[src/rtl/lc330_mc_ctrl_if.sv]
`default_nettype none
// ============================================================================
// Module   : lc330_mc_ctrl_if
// Purpose  : Control/status bundle between the LC330 multi-cycle controller
//            and its datapath. The master side is the controller; the slave
//            side is the datapath (IR decode, ALU flag, memory handshake).
// Revision : 1.0 - initial release
// ============================================================================
interface lc330_mc_ctrl_if;
    logic [2:0]  opcode;
    logic        eq;
    logic        mem_ack;
    logic        mem_req;
    logic        mem_we;
    logic        mem_addr_sel;
    logic        ir_we;
    logic        mdr_we;
    logic        ab_we;
    logic        pc_we;
    logic [1:0]  pc_src;
    logic [1:0]  alu_op;
    logic        alu_b_sel;
    logic        aluout_we;
    logic        rf_we;
    logic        rf_dst_sel;
    logic [1:0]  rf_data_sel;
    logic        halted;
    logic [3:0]  state;
    logic [31:0] cyc_cnt;
    logic [31:0] ret_cnt;

    modport master (
        input  opcode, eq, mem_ack,
        output mem_req, mem_we, mem_addr_sel, ir_we, mdr_we, ab_we, pc_we,
               pc_src, alu_op, alu_b_sel, aluout_we, rf_we, rf_dst_sel,
               rf_data_sel, halted, state, cyc_cnt, ret_cnt
    );

    modport slave (
        output opcode, eq, mem_ack,
        input  mem_req, mem_we, mem_addr_sel, ir_we, mdr_we, ab_we, pc_we,
               pc_src, alu_op, alu_b_sel, aluout_we, rf_we, rf_dst_sel,
               rf_data_sel, halted, state, cyc_cnt, ret_cnt
    );
endinterface
`default_nettype wire

[src/rtl/lc330_mc_ctrl.sv]
`default_nettype none
// ============================================================================
// Module   : lc330_mc_ctrl
// Purpose  : Multi-cycle control unit for the LC330 core. Walks each
//            instruction through FETCH/DECODE/EXEC/MEM/WB and decodes every
//            datapath enable and mux select from the current state.
// Options  : LC330_PERF_CNT_EN - adds cycle and retired-instruction counters;
//            when undefined the counter outputs are tied to zero.
// Revision : 1.0 - initial release
// ============================================================================
module lc330_mc_ctrl (
    input  wire              clk,
    input  wire              rst,
    lc330_mc_ctrl_if.master  bus
);

    localparam logic [3:0] S_FETCH  = 4'd0;
    localparam logic [3:0] S_DECODE = 4'd1;
    localparam logic [3:0] S_EXEC   = 4'd2;
    localparam logic [3:0] S_MEM    = 4'd3;
    localparam logic [3:0] S_WB     = 4'd4;
    localparam logic [3:0] S_HALTED = 4'd5;

    localparam logic [2:0] OP_ADD  = 3'b000;
    localparam logic [2:0] OP_NAND = 3'b001;
    localparam logic [2:0] OP_LW   = 3'b010;
    localparam logic [2:0] OP_SW   = 3'b011;
    localparam logic [2:0] OP_BEQ  = 3'b100;
    localparam logic [2:0] OP_JALR = 3'b101;
    localparam logic [2:0] OP_HALT = 3'b110;

    logic [3:0] state_q, state_d;

    // State register; reset abandons any in-flight instruction
    always_ff @(posedge clk) begin
        if (rst) state_q <= S_FETCH;
        else     state_q <= state_d;
    end

    // Next-state: memory states wait for ack, EXEC branches on opcode
    always_comb begin
        state_d = state_q;
        case (state_q)
            S_FETCH:  if (bus.mem_ack) state_d = S_DECODE;
            S_DECODE: state_d = S_EXEC;
            S_EXEC: begin
                case (bus.opcode)
                    OP_ADD, OP_NAND: state_d = S_WB;
                    OP_LW, OP_SW:    state_d = S_MEM;
                    OP_HALT:         state_d = S_HALTED;
                    default:         state_d = S_FETCH;
                endcase
            end
            S_MEM:    if (bus.mem_ack) state_d = (bus.opcode == OP_SW) ? S_FETCH : S_WB;
            S_WB:     state_d = S_FETCH;
            S_HALTED: state_d = S_HALTED;
            default:  state_d = S_FETCH;
        endcase
    end

    // Output decode; everything is held at zero while rst is asserted
    always_comb begin
        bus.mem_req      = 1'b0;
        bus.mem_we       = 1'b0;
        bus.mem_addr_sel = 1'b0;
        bus.ir_we        = 1'b0;
        bus.mdr_we       = 1'b0;
        bus.ab_we        = 1'b0;
        bus.pc_we        = 1'b0;
        bus.pc_src       = 2'd0;
        bus.alu_op       = 2'd0;
        bus.alu_b_sel    = 1'b0;
        bus.aluout_we    = 1'b0;
        bus.rf_we        = 1'b0;
        bus.rf_dst_sel   = 1'b0;
        bus.rf_data_sel  = 2'd0;
        bus.halted       = 1'b0;
        bus.state        = rst ? 4'd0 : state_q;
        if (!rst) begin
            case (state_q)
                S_FETCH: begin
                    bus.mem_req = 1'b1;
                    if (bus.mem_ack) begin
                        bus.ir_we = 1'b1;
                        bus.pc_we = 1'b1;
                    end
                end
                S_DECODE: bus.ab_we = 1'b1;
                S_EXEC: begin
                    case (bus.opcode)
                        OP_ADD, OP_NAND: begin
                            bus.alu_op    = (bus.opcode == OP_NAND) ? 2'd1 : 2'd0;
                            bus.aluout_we = 1'b1;
                        end
                        OP_LW, OP_SW: begin
                            bus.alu_b_sel = 1'b1;
                            bus.aluout_we = 1'b1;
                        end
                        OP_BEQ: begin
                            bus.alu_op = 2'd2;
                            if (bus.eq) begin
                                bus.pc_we  = 1'b1;
                                bus.pc_src = 2'd1;
                            end
                        end
                        OP_JALR: begin
                            // Link uses the already-incremented PC; target is A from DECODE
                            bus.rf_we       = 1'b1;
                            bus.rf_data_sel = 2'd2;
                            bus.pc_we       = 1'b1;
                            bus.pc_src      = 2'd2;
                        end
                        default: ;
                    endcase
                end
                S_MEM: begin
                    bus.mem_req      = 1'b1;
                    bus.mem_addr_sel = 1'b1;
                    bus.mem_we       = (bus.opcode == OP_SW);
                    bus.mdr_we       = bus.mem_ack && (bus.opcode == OP_LW);
                end
                S_WB: begin
                    bus.rf_we = 1'b1;
                    if (bus.opcode == OP_LW) begin
                        bus.rf_data_sel = 2'd1;
                    end else begin
                        bus.rf_dst_sel = 1'b1;
                    end
                end
                S_HALTED: bus.halted = 1'b1;
                default: ;
            endcase
        end
    end

`ifdef LC330_PERF_CNT_EN
    logic [31:0] cyc_cnt_q, cyc_cnt_d;
    logic [31:0] ret_cnt_q, ret_cnt_d;

    // Counter next values: retire on return to FETCH from the tail states or on halting
    always_comb begin
        cyc_cnt_d = cyc_cnt_q + 32'd1;
        ret_cnt_d = ret_cnt_q;
        if (((state_q == S_EXEC) || (state_q == S_MEM) || (state_q == S_WB)) &&
            ((state_d == S_FETCH) || (state_d == S_HALTED))) begin
            ret_cnt_d = ret_cnt_q + 32'd1;
        end
    end

    // Counter registers
    always_ff @(posedge clk) begin
        if (rst) begin
            cyc_cnt_q <= 32'd0;
            ret_cnt_q <= 32'd0;
        end else begin
            cyc_cnt_q <= cyc_cnt_d;
            ret_cnt_q <= ret_cnt_d;
        end
    end

    assign bus.cyc_cnt = rst ? 32'd0 : cyc_cnt_q;
    assign bus.ret_cnt = rst ? 32'd0 : ret_cnt_q;
`else
    assign bus.cyc_cnt = 32'd0;
    assign bus.ret_cnt = 32'd0;
`endif

endmodule
`default_nettype wire

[src/flat_wrapper.sv]
// flat-port wrapper written by rule: the top's interface ports become plain ports
module lc330_mc_ctrl_flat 
  (clk, rst, bus_opcode, bus_eq, bus_mem_ack, bus_mem_req, bus_mem_we, bus_mem_addr_sel, bus_ir_we, bus_mdr_we, bus_ab_we, bus_pc_we, bus_pc_src, bus_alu_op, bus_alu_b_sel, bus_aluout_we, bus_rf_we, bus_rf_dst_sel, bus_rf_data_sel, bus_halted, bus_state, bus_cyc_cnt, bus_ret_cnt);
  lc330_mc_ctrl_if bus_i ();
  input  wire clk;
  input  wire rst;
  input wire logic [$bits(bus_i.opcode)-1:0] bus_opcode;
  input wire logic [$bits(bus_i.eq)-1:0] bus_eq;
  input wire logic [$bits(bus_i.mem_ack)-1:0] bus_mem_ack;
  output wire logic [$bits(bus_i.mem_req)-1:0] bus_mem_req;
  output wire logic [$bits(bus_i.mem_we)-1:0] bus_mem_we;
  output wire logic [$bits(bus_i.mem_addr_sel)-1:0] bus_mem_addr_sel;
  output wire logic [$bits(bus_i.ir_we)-1:0] bus_ir_we;
  output wire logic [$bits(bus_i.mdr_we)-1:0] bus_mdr_we;
  output wire logic [$bits(bus_i.ab_we)-1:0] bus_ab_we;
  output wire logic [$bits(bus_i.pc_we)-1:0] bus_pc_we;
  output wire logic [$bits(bus_i.pc_src)-1:0] bus_pc_src;
  output wire logic [$bits(bus_i.alu_op)-1:0] bus_alu_op;
  output wire logic [$bits(bus_i.alu_b_sel)-1:0] bus_alu_b_sel;
  output wire logic [$bits(bus_i.aluout_we)-1:0] bus_aluout_we;
  output wire logic [$bits(bus_i.rf_we)-1:0] bus_rf_we;
  output wire logic [$bits(bus_i.rf_dst_sel)-1:0] bus_rf_dst_sel;
  output wire logic [$bits(bus_i.rf_data_sel)-1:0] bus_rf_data_sel;
  output wire logic [$bits(bus_i.halted)-1:0] bus_halted;
  output wire logic [$bits(bus_i.state)-1:0] bus_state;
  output wire logic [$bits(bus_i.cyc_cnt)-1:0] bus_cyc_cnt;
  output wire logic [$bits(bus_i.ret_cnt)-1:0] bus_ret_cnt;
  assign bus_i.opcode = bus_opcode;
  assign bus_i.eq = bus_eq;
  assign bus_i.mem_ack = bus_mem_ack;
  assign bus_mem_req = bus_i.mem_req;
  assign bus_mem_we = bus_i.mem_we;
  assign bus_mem_addr_sel = bus_i.mem_addr_sel;
  assign bus_ir_we = bus_i.ir_we;
  assign bus_mdr_we = bus_i.mdr_we;
  assign bus_ab_we = bus_i.ab_we;
  assign bus_pc_we = bus_i.pc_we;
  assign bus_pc_src = bus_i.pc_src;
  assign bus_alu_op = bus_i.alu_op;
  assign bus_alu_b_sel = bus_i.alu_b_sel;
  assign bus_aluout_we = bus_i.aluout_we;
  assign bus_rf_we = bus_i.rf_we;
  assign bus_rf_dst_sel = bus_i.rf_dst_sel;
  assign bus_rf_data_sel = bus_i.rf_data_sel;
  assign bus_halted = bus_i.halted;
  assign bus_state = bus_i.state;
  assign bus_cyc_cnt = bus_i.cyc_cnt;
  assign bus_ret_cnt = bus_i.ret_cnt;
  lc330_mc_ctrl u_core (.clk(clk), .rst(rst), .bus(bus_i));
endmodule
[config.mk]
export PLATFORM = sky130hd
export DESIGN_NAME = lc330_mc_ctrl_flat
export DESIGN_NICKNAME = d
export VERILOG_FILES = /design/src/rtl/lc330_mc_ctrl_if.sv /design/src/rtl/lc330_mc_ctrl.sv /design/src/flat_wrapper.sv
export SDC_FILE = /design/constraint.sdc
export NUM_CORES = 1
export LEC_CHECK = 0
export ABC_CLOCK_PERIOD_IN_PS = 1400
export CORE_ASPECT_RATIO = 0.6
export CORE_MARGIN = 2
export CORE_UTILIZATION = 26
export CTS_CLUSTER_DIAMETER = 120
export DETAILED_ROUTE_END_ITERATION = 6
export HOLD_SLACK_MARGIN = 0.08
export MAX_ROUTING_LAYER = met4
export PLACE_DENSITY_LB_ADDON = 0.2
export SYNTH_ARGS = -nofsm -noshare
export SYNTH_HDL_FRONTEND = slang
export SYNTH_SLANG_ARGS = --single-unit
export TNS_END_PERCENT = 30
[constraint.sdc]
create_clock -name clk -period 1.4 [get_ports clk]
set_input_delay 0.14 -clock clk [delete_from_list [all_inputs] [get_ports clk]]
set_output_delay 0.14 -clock clk [all_outputs]
set_load 0.01 [all_outputs]
# --- Word-level counts from Yosys, hierarchy flattened ---
# Cells that the tools add are included.
op_classes:
  reduce_logical: 8
  magnitude_cmp: 0
  add_sub_neg: 0
  n_div: 0
  n_eq_ne: 13
  shift: 0
  n_mux: 49
  bitwise_logic: 0
  n_mul: 0
op_table:
  columns: ["operator", "n"]
  rows:
  - ["1-bit two-way mux", 31]
  - ["4-bit one-hot mux with 5 select lines", 1]
  - ["2-bit two-way mux", 6]
  - ["4-bit two-way mux", 3]
  - ["2-bit one-hot mux with 2 select lines", 3]
  - ["3-bit equality test (second input constant)", 3]
  - ["3-bit one-hot mux with 3 select lines", 1]
  - ["4-bit by 2-bit equality test with 1-bit output (second input constant)", 2]
  - ["4-bit by 3-bit equality test with 1-bit output (second input constant)", 2]
  - ["3-bit by 2-bit equality test with 1-bit output (second input constant)", 2]
  - ["1-bit one-hot mux with 2 select lines", 3]
  - ["2-bit OR reduction", 3]
  - ["4-bit by 1-bit equality test with 1-bit output (second input constant)", 1]
  - ["4-bit zero test", 1]
  - ["2-bit inequality test (second input constant)", 2]
  - ["4-bit OR reduction", 1]
  - ["3-bit by 1-bit equality test with 1-bit output (second input constant)", 1]
  - ["3-bit zero test", 1]
  - ["3-bit two-way mux", 1]
  - ["2-bit AND reduction", 1]
  - ["1-bit logical AND", 1]
totals:
  rom_bits: 0
  memories: 0
  mem_bits_rw: 0
  latch_bits: 0
  register_bits: 4

# --- Depth between registers and ports, before layout ---
# Gate-level depths: netlist of the first run.
logic_depth:
  ltp_word: 5
  mapped_depth: 6
  depth_no_buf: 5

# --- Worst setup path before layout of the first run ---
# OpenSTA, ideal clock, no wires.
synth_timing:
  path_kind: "flip-flop to output port"
  from: "register u_core.state_q[2]"
  to: "output bus_pc_src[0]"
  arrival_time_ns: 1.511
  stages_incl_launch_ff: 5
  path_buffers: 1
  t_required_ns: 1.260
  slack_ns: -0.251
  cell_sequence: "dfxtp_1 -> buf_6 -> or4b_4 -> nor4b_4 -> and2_1"
synth_via:
  elab_chain_len: 3
synth_lines:
  columns: ["element", "line", "source"]
  rows:
  - ["start, declared", "lc330_mc_ctrl.sv:32", "logic [3:0] state_q, state_d;"]
  - ["start signal, assigned", "lc330_mc_ctrl.sv:37", "else state_q <= state_d;"]
  - ["4-bit by 2-bit equality test with 1-bit output", "lc330_mc_ctrl.sv:80", "case (state_q)"]
  - ["2-bit two-way mux", "lc330_mc_ctrl.sv:80", null]
  - ["2-bit two-way mux", "lc330_mc_ctrl.sv:79", "if (!rst) begin"]
  - ["end, declared", "flat_wrapper.sv:17", "output wire logic [$bits(bus_i.pc_src)-1:0] bus_pc_src;"]
# Every way passes these cells.

# --- Final worst setup path of the first run ---
layout_timing:
  from: "register u_core.state_q[0]"
  to: "output bus_pc_src[0]"
# Same word-level chain as after synthesis.

==> results of run 1 <==
==> per-layer routing <==
metal	vias to the layer above	wire length, um	global-route usage [%]	part of all wire (%)
li1	400	-	-	-
met1	341	985	15.0	46
met2	46	928	14.2	43
met3	0	230	3.30	11
met4	0	0	2.54	0
met5	-	0	-	0
==> placed cells by master, fill, tap and decap left out, types with 3 or more instances in the layout <==
cell type / count
buf_6: 4
nor2_1: 9
conb_1: 65
buf_4: 30
and3_1: 6
clkdlybuf4s15_2: 4
buf_2: 10
dlygate4sd2_1: 6
a21oi_1: 4
inv_1: 4
clkbuf_8: 3
==> worst max-delay path: cells and delay by family (launching register included) <==
kind | cells | cell delay (ps)
DFF | 1 | 310
buffers and inverters | 2 | 240
and+or+nand+nor | 3 | 970
==> cell families (layout without fill, tap and decap cells) <==
logic type	after synthesis	count (layout)	synth area share (%)
other cells	1	65	0.416
flops	3	3	6.67
buf+inv	74	65	58.9
compound gates	13	13	9.17
simple gates	38	38	24.9
==> report_power, final <==
part	leakage, uW	internal [uW]	switching [uW]
Clock	0.0000228	194	60.7
Sequential	0.0000254	91.9	3.23
Combinational	0.000672	107	173
Total	0.000720	393	237
==> per-stage QoR <==
stage / cell area [um2] / power [uW] / utilization (%) / setup WS, ps
5_1_grt: 1250 / 670 / 38.0 / -546
2_1_floorplan: 1140 / 380 / - / -161
4_1_cts: 1220 / 622 / 37.2 / -520
3_3_place_gp: 1160 / 360 / 35.5 / -848
6_report: 1250 / 630 / 38.0 / -481
3_5_place_dp: 1160 / 361 / 35.5 / -875
==> area by class of cell <==
cell class / instances / area [um2]
Clock buffer: 4 / 45.0
Fill cell: 375 / 2040
Inverter: 4 / 15.0
Multi-Input combinational cell: 116 / 611
Sequential cell: 3 / 62.6
Tap cell: 45 / 56.3
Timing Repair Buffer: 57 / 458
==> worst paths after layout <==
path / endpoint / slack, ps / cells after the start
hold reg to reg: u_core.state_q[1] / 560 / 2
setup / recovery: bus_pc_src[0] / -480 / 5
setup reg to reg: u_core.state_q[2] / 60 / 7
hold / removal: u_core.state_q[0] / 440 / 3
==> what timing repair did <==
action | in CTS | in global routing
pin swaps | 5 | 3
endpoints found under the setup margin | 22 | 19
setup buffers | 2 | 0
gates resized for setup | 77 | 12
==> PnR_summary.wiki, run 1 <==
{| class="wikitable"
! Metric !! Value
|-
| DRC errors left || 0
|-
| Post-Synthesis Mean Instance Area || 6.98 um2
|-
| Run status || finished with violations
|-
| Wire length of the first global-routing pass || 3.17 mm
|-
| Die Footprint || 0.00397 mm2
|-
| Post-Synthesis Cell Area || 901 um2
|-
| Fmax || 532 MHz
|-
| Detailed Route Iter0 Violations || 25
|-
| Max stage delay cell, worst path || or4b_4
|-
| Total gr overflow || 0
|-
| CP max FO || 3
|-
| Number of buffers inserted by hold repair at cts || 0
|-
| Final wirelength || 2.14 mm
|-
| Setup repair after global routing missed its margin || yes
|-
| Hold WC Path Type || input pin to register
|-
| Detailed-router iteration count before antenna repair || 4
|-
| Final Slew Violations || 0
|-
| Cell type with the highest aggregate area in the netlist || buf_4
|-
| Number of CTS-inserted buffers || 3
|-
| Distinct cell type count after synthesis || 26
|-
| Clock tree from TritonCTS || done
|-
| Share of the synthesized area in the top cell type || 54.2%
|-
| Pin count of the biggest net entering global routing || 13
|-
| Number of global-route vias before repair || 670
|-
| Critical Path Start || u_core.state_q[0]
|-
| Per-cell routed wire length || 9.36 um
|-
| Latest clock arrival within the worst-skew pair || 220 ps
|-
| Number of instances in the synthesized netlist || 129
|-
| Number of enable-type register cells in the synthesized netlist || 0
|-
| Clock Path Buffers || 2
|-
| Ys async rst share || 0%
|-
| Hold_ws || 438 ps
|-
| Final RePlAce weighted congestion || 0.818
|-
| Final worst-path cycle share || 134%
|-
| Failing checks || negative setup slack
|-
| Slowest Stage Delay on Critical Path || 580 ps
|-
| Root buffer selected by CTS || clkbuf_8
|-
| Max IR drop VDD || 0.340 mV
|-
| # H-tree levels || 1
|-
| Most flop-heavy register || u_core.state_q
|-
| Max FFs per register || 3
|-
| Number of warnings reported in the yosys synthesis log || 0
|-
| Number of storage elements in the synthesis netlist || 3
|-
| Half-perimeter wire length after detailed placement || 1.73 mm
|-
| Average vias per placed instance || 3.44
|-
| Number of endpoints with negative hold slack in the final report || 0
|-
| Worst hold start || rst
|-
| Clock transition at the registers of the reported paths || 30 ps
|-
| Share of post-route cells with drive strength above 1 || 36.4%
|-
| Ranking of synthesized cells by instance count || buf_4, nor2_1, and3_1
|-
| Placed Cells incl. Taps || 223
|-
| Number of diodes added for antenna fixing || 0
|-
| Setup TNS || -3160 ps
|-
| Top-level port count || 93
|-
| Width of the chip || 80.0 um
|-
| Number of maximum-capacitance constraint violations || 0
|-
| Setup slack of the critical path after layout || -481 ps
|-
| All-layer global routing usage || 10.5%
|-
| Setup CP Type || register to primary output
|-
| Total power per unit cell area || 505 mW/mm2
|-
| Period minus WS final || 1880 ps
|-
| Element type at the critical path start || register
|-
| Leak Pwr || 0.000720 uW
|-
| TritonCTS sink count || 3
|-
| Via total after detailed routing || 787
|-
| Height of the chip || 49.6 um
|-
| Layout net count || 192
|-
| Largest registers || u_core.state_q (3)
|-
| Worst path arrival time || 1740 ps
|-
| Cell Chain, Critical Path || or4b_4 > buf_12 > nor4b_4 > and2_4 > buf_6
|-
| Library cell with the highest instance count after synthesis || buf_4
|-
| Layout overhead on the synthesized area || 38.5%
|-
| Beginning of the worst register-to-register path || u_core.state_q[2]
|-
| Detail Route Antenna Nets || 0
|-
| Critical Path Sink Type || primary output
|-
| Most used flip-flop cell after synthesis || dfxtp_1
|-
| Non-filler instance count after layout || 229
|-
| Data required time of the worst path || 1260 ps
|-
| Core Region || 0.00328 mm2
|-
| Count of final setup violators || 11
|-
| Fraction of the yosys area taken by sequential cells || 6.67%
|-
| Number of port buffers || 27
|-
| Antenna violations before repair || 0
|-
| Fin Clk Skew || 6.77 ps
|-
| Main area contributors after synthesis || buf_4, dfxtp_1, nor2_1
|-
| Row count || 16
|-
| Starting density of the core || 27.4%
|}
Note: power is estimated with default switching activity, not from simulation.
==> inputs of run 2 (changes only) <==
--- a/config.mk
+++ b/config.mk
@@ -15,4 +15,5 @@
 export MAX_ROUTING_LAYER = met4
 export PLACE_DENSITY_LB_ADDON = 0.2
+export SLEW_MARGIN = 20
 export SYNTH_ARGS = -nofsm -noshare
 export SYNTH_HDL_FRONTEND = slang
==> constraint.sdc (replaced) <==
create_clock -name clk -period 1.4 [get_ports clk]
set_input_delay 0.14 -clock clk [delete_from_list [all_inputs] [get_ports clk]]
set_output_delay 0.14 -clock clk [all_outputs]
set_load 0.02 [all_outputs]
==> PnR_summary.wiki, run 2 (synthesis gave the netlist of run 1 again) <==
{| class="wikitable"
! Metric !! Value
|-
| Pin count of the biggest net entering global routing || 13 (unchanged)
|-
| Count of buffers added by post-CTS timing repair for setup || 0 (was 2)
|-
| Half-perimeter wire length after detailed placement || 1.70 mm (was 1.73 mm)
|-
| CP max FO || 4 (was 3)
|-
| Detail Route Antenna Nets || 0 (unchanged)
|-
| Setup CP Type || register to primary output (unchanged)
|-
| Number of endpoints with negative hold slack in the final report || 0 (unchanged)
|-
| Net switching share of the total power || 44.7% (was 37.6%)
|-
| Final core occ || 38.1% (was 38.0%)
|-
| Overall power consumption || 693 uW (was 630 uW)
|-
| DRC errors left || 0 (unchanged)
|-
| Height of the chip || 49.6 um (unchanged)
|-
| Slack of the worst reg-to-reg path || 80 ps (was 60 ps)
|-
| Data required time of the worst path || 1260 ps (about the same)
|-
| Per-cell routed wire length || 8.90 um (was 9.36 um)
|-
| Average vias per placed instance || 3.45 (was 3.44)
|-
| Number of diodes added for antenna fixing || 0 (unchanged)
|-
| Share of post-route cells with drive strength above 1 || 38.5% (was 36.4%)
|-
| Layout net count || 187 (was 192)
|-
| Design internal power || 384 uW (was 393 uW)
|-
| Number of buffers and inverters on the critical path || 1 (was 2)
|-
| Slowest Stage Delay on Critical Path || 590 ps (was 580 ps)
|-
| Number of maximum-capacitance constraint violations || 0 (unchanged)
|-
| Total power per unit cell area || 554 mW/mm2 (was 505 mW/mm2)
|-
| Clock tree from TritonCTS || done (unchanged)
|-
| Post-placement setup slack || -941 ps (was -875 ps)
|-
| FILL cells || 367 (was 375)
|-
| Width of the chip || 80.0 um (unchanged)
|-
| Antenna violations before repair || 0 (unchanged)
|-
| Layout overhead on the synthesized area || 38.9% (was 38.5%)
|-
| Root buffer selected by CTS || clkbuf_8 (unchanged)
|-
| Family with the most delay on the worst path || simple AND/OR/NAND/NOR gates (unchanged)
|-
| Die Footprint || 0.00397 mm2 (unchanged)
|-
| Clock transition at the registers of the reported paths || 30 ps (about the same)
|-
| Final worst-path cycle share || 127% (was 134%)
|-
| Number of CTS-inserted buffers || 3 (unchanged)
|-
| Critical register-to-register path endpoint || u_core.state_q[2] (unchanged)
|-
| Detailed Route Iter0 Violations || 14 (was 25)
|-
| Top-level port count || 93 (unchanged)
|-
| Run status || finished with violations (unchanged)
|-
| Count of final setup violators || 10 (was 11)
|-
| Total gr overflow || 0 (unchanged)
|-
| Cell Chain, Critical Path || or4b_4 > nor4b_4 > and2_4 > buf_6 (was or4b_4 > buf_12 > nor4b_4 > and2_4 > buf_6)
|-
| Via total after detailed routing || 772 (was 787)
|-
| Max IR drop VDD || 0.348 mV (was 0.340 mV)
|-
| Capturing instance or port of the critical path || bus_pc_src[0] (unchanged)
|-
| Part of the total power dissipated in sequential elements || 13.7% (was 15.1%)
|-
| Critical Path Sink Type || primary output (unchanged)
|-
| Worst path arrival time || 1640 ps (was 1740 ps)
|-
| WP depth || 4 (was 5)
|-
| Period minus WS final || 1780 ps (was 1880 ps)
|-
| Row count || 16 (unchanged)
|-
| Max stage delay cell, worst path || or4b_4 (unchanged)
|-
| Final RePlAce weighted congestion || 0.725 (was 0.818)
|-
| Largest registers || u_core.state_q (3) (unchanged)
|-
| Relative contribution of the clock network to total power || 35.1% (was 40.5%)
|-
| Post-layout instance area || 0.00125 mm2 (about the same)
|-
| Setup TNS || -2310 ps (was -3160 ps)
|-
| Commonest non-fill, non-tap cell in the layout || conb_1 (unchanged)
|-
| Setup repair after global routing missed its margin || yes (unchanged)
|-
| Leak Pwr || 0.000699 uW (was 0.000720 uW)
|-
| Final wirelength || 1.99 mm (was 2.14 mm)
|-
| Number of buffers inserted by hold repair at cts || 0 (unchanged)
|-
| Most flop-heavy register || u_core.state_q (unchanged)
|-
| Commonest cells after routing, fill and taps aside || conb_1, buf_4, buf_6 (was conb_1, buf_4, buf_2)
|-
| Final Slew Violations || 0 (unchanged)
|-
| Total cell area at the placement stage || 0.00115 mm2 (was 0.00116 mm2)
|-
| Failing checks || negative setup slack (unchanged)
|-
| Number of global-route vias before repair || 627 (was 670)
|-
| Wire length of the first global-routing pass || 2.97 mm (was 3.17 mm)
|-
| Number of port buffers || 27 (unchanged)
|-
| Critical Path Start || u_core.state_q[0] (unchanged)
|-
| All-layer global routing usage || 9.89% (was 10.5%)
|-
| Depth of the worst register-to-register path || 7 (unchanged)
|-
| Starting density of the core || 27.4% (unchanged)
|-
| # H-tree levels || 1 (unchanged)
|-
| Beginning of the worst register-to-register path || u_core.state_q[2] (unchanged)
|-
| TritonCTS sink count || 3 (unchanged)
|-
| Clock Path Buffers || 2 (unchanged)
|-
| Fmax || 561 MHz (was 532 MHz)
|-
| Core Region || 0.00328 mm2 (unchanged)
|-
| Setup slack of the critical path after layout || -382 ps (was -481 ps)
|-
| Hold WC Path Type || input pin to register (unchanged)
|-
| Part of the power in combinational logic || 51.2% (was 44.4%)
|-
| Net switching power || 310 uW (was 237 uW)
|-
| Max FFs per register || 3 (unchanged)
|-
| Fin Clk Skew || 1.26 ps (was 6.77 ps)
|-
| Latest clock arrival within the worst-skew pair || 210 ps (was 220 ps)
|-
| Element type at the critical path start || register (unchanged)
|-
| Detailed-router iteration count before antenna repair || 4 (unchanged)
|}
run 2: final cells by class:
type                            instances  area [um2]  share of cell area (%)
Clock buffer                            4        45.0                    3.60
Inverter                                4        15.0                    1.20
Multi-Input combinational cell        116         632                    50.5
Sequential cell                         3        62.6                    5.00
Tap cell                               45        56.3                    4.50
Timing Repair Buffer                   52         440                    35.2
run 2: worst register-to-register path, cell delays in order, from the launching register on:
cell,delay [ps]
dfxtp_2,310
buf_6,130
nor2b_4,120
buf_4,140
and2_4,160
buf_4,120
a21oi_1,100
o211ai_1,100
run 2: timing repair:
| item | 4_1_cts | 5_1_grt |
|---|---|---|
| setup endpoints to repair | 22 | 21 |
| gates resized for setup | 99 | 25 |
| pin swaps | 4 | 5 |
run 2: metal layers:
metal  vias to the layer above  track usage [%]  part of all wire (%)
met5                         -                -                     0
met4                         0             2.54                  0.65
li1                        387                -                     -
met1                       337             14.8                    49
met3                         2             2.56                   9.5
met2                        46             12.9                    41
run 2: power groups by stage:
stage | clock (uW) | combinational [uW] | sequential, uW
2_1_floorplan | 0 | 375 | 96.8
6_report | 243 | 355 | 94.9
4_1_cts | 252 | 335 | 93.8
3_5_place_dp | 0 | 347 | 94.8
3_3_place_gp | 0 | 345 | 95.5
5_1_grt | 264 | 384 | 95.5
run 2: stage by stage:
stage	cells	hold slack (ps)
after floorplan	193	298
after global placement	220	599
after detailed placement	220	570
after CTS	224	429
after global routing	224	482
final	224	428
run 2: worst min-delay path by stage:
stage	slack, ps	from	endpoint	cells after the start
4_1_cts	430	rst	u_core.state_q[0]	3
6_report	430	rst	u_core.state_q[0]	3
3_5_place_dp	570	u_core.state_q[2]	u_core.state_q[1]	2
3_3_place_gp	600	u_core.state_q[2]	u_core.state_q[1]	2
5_1_grt	480	rst	u_core.state_q[0]	3
2_1_floorplan	300	bus_mem_ack	u_core.state_q[2]	2
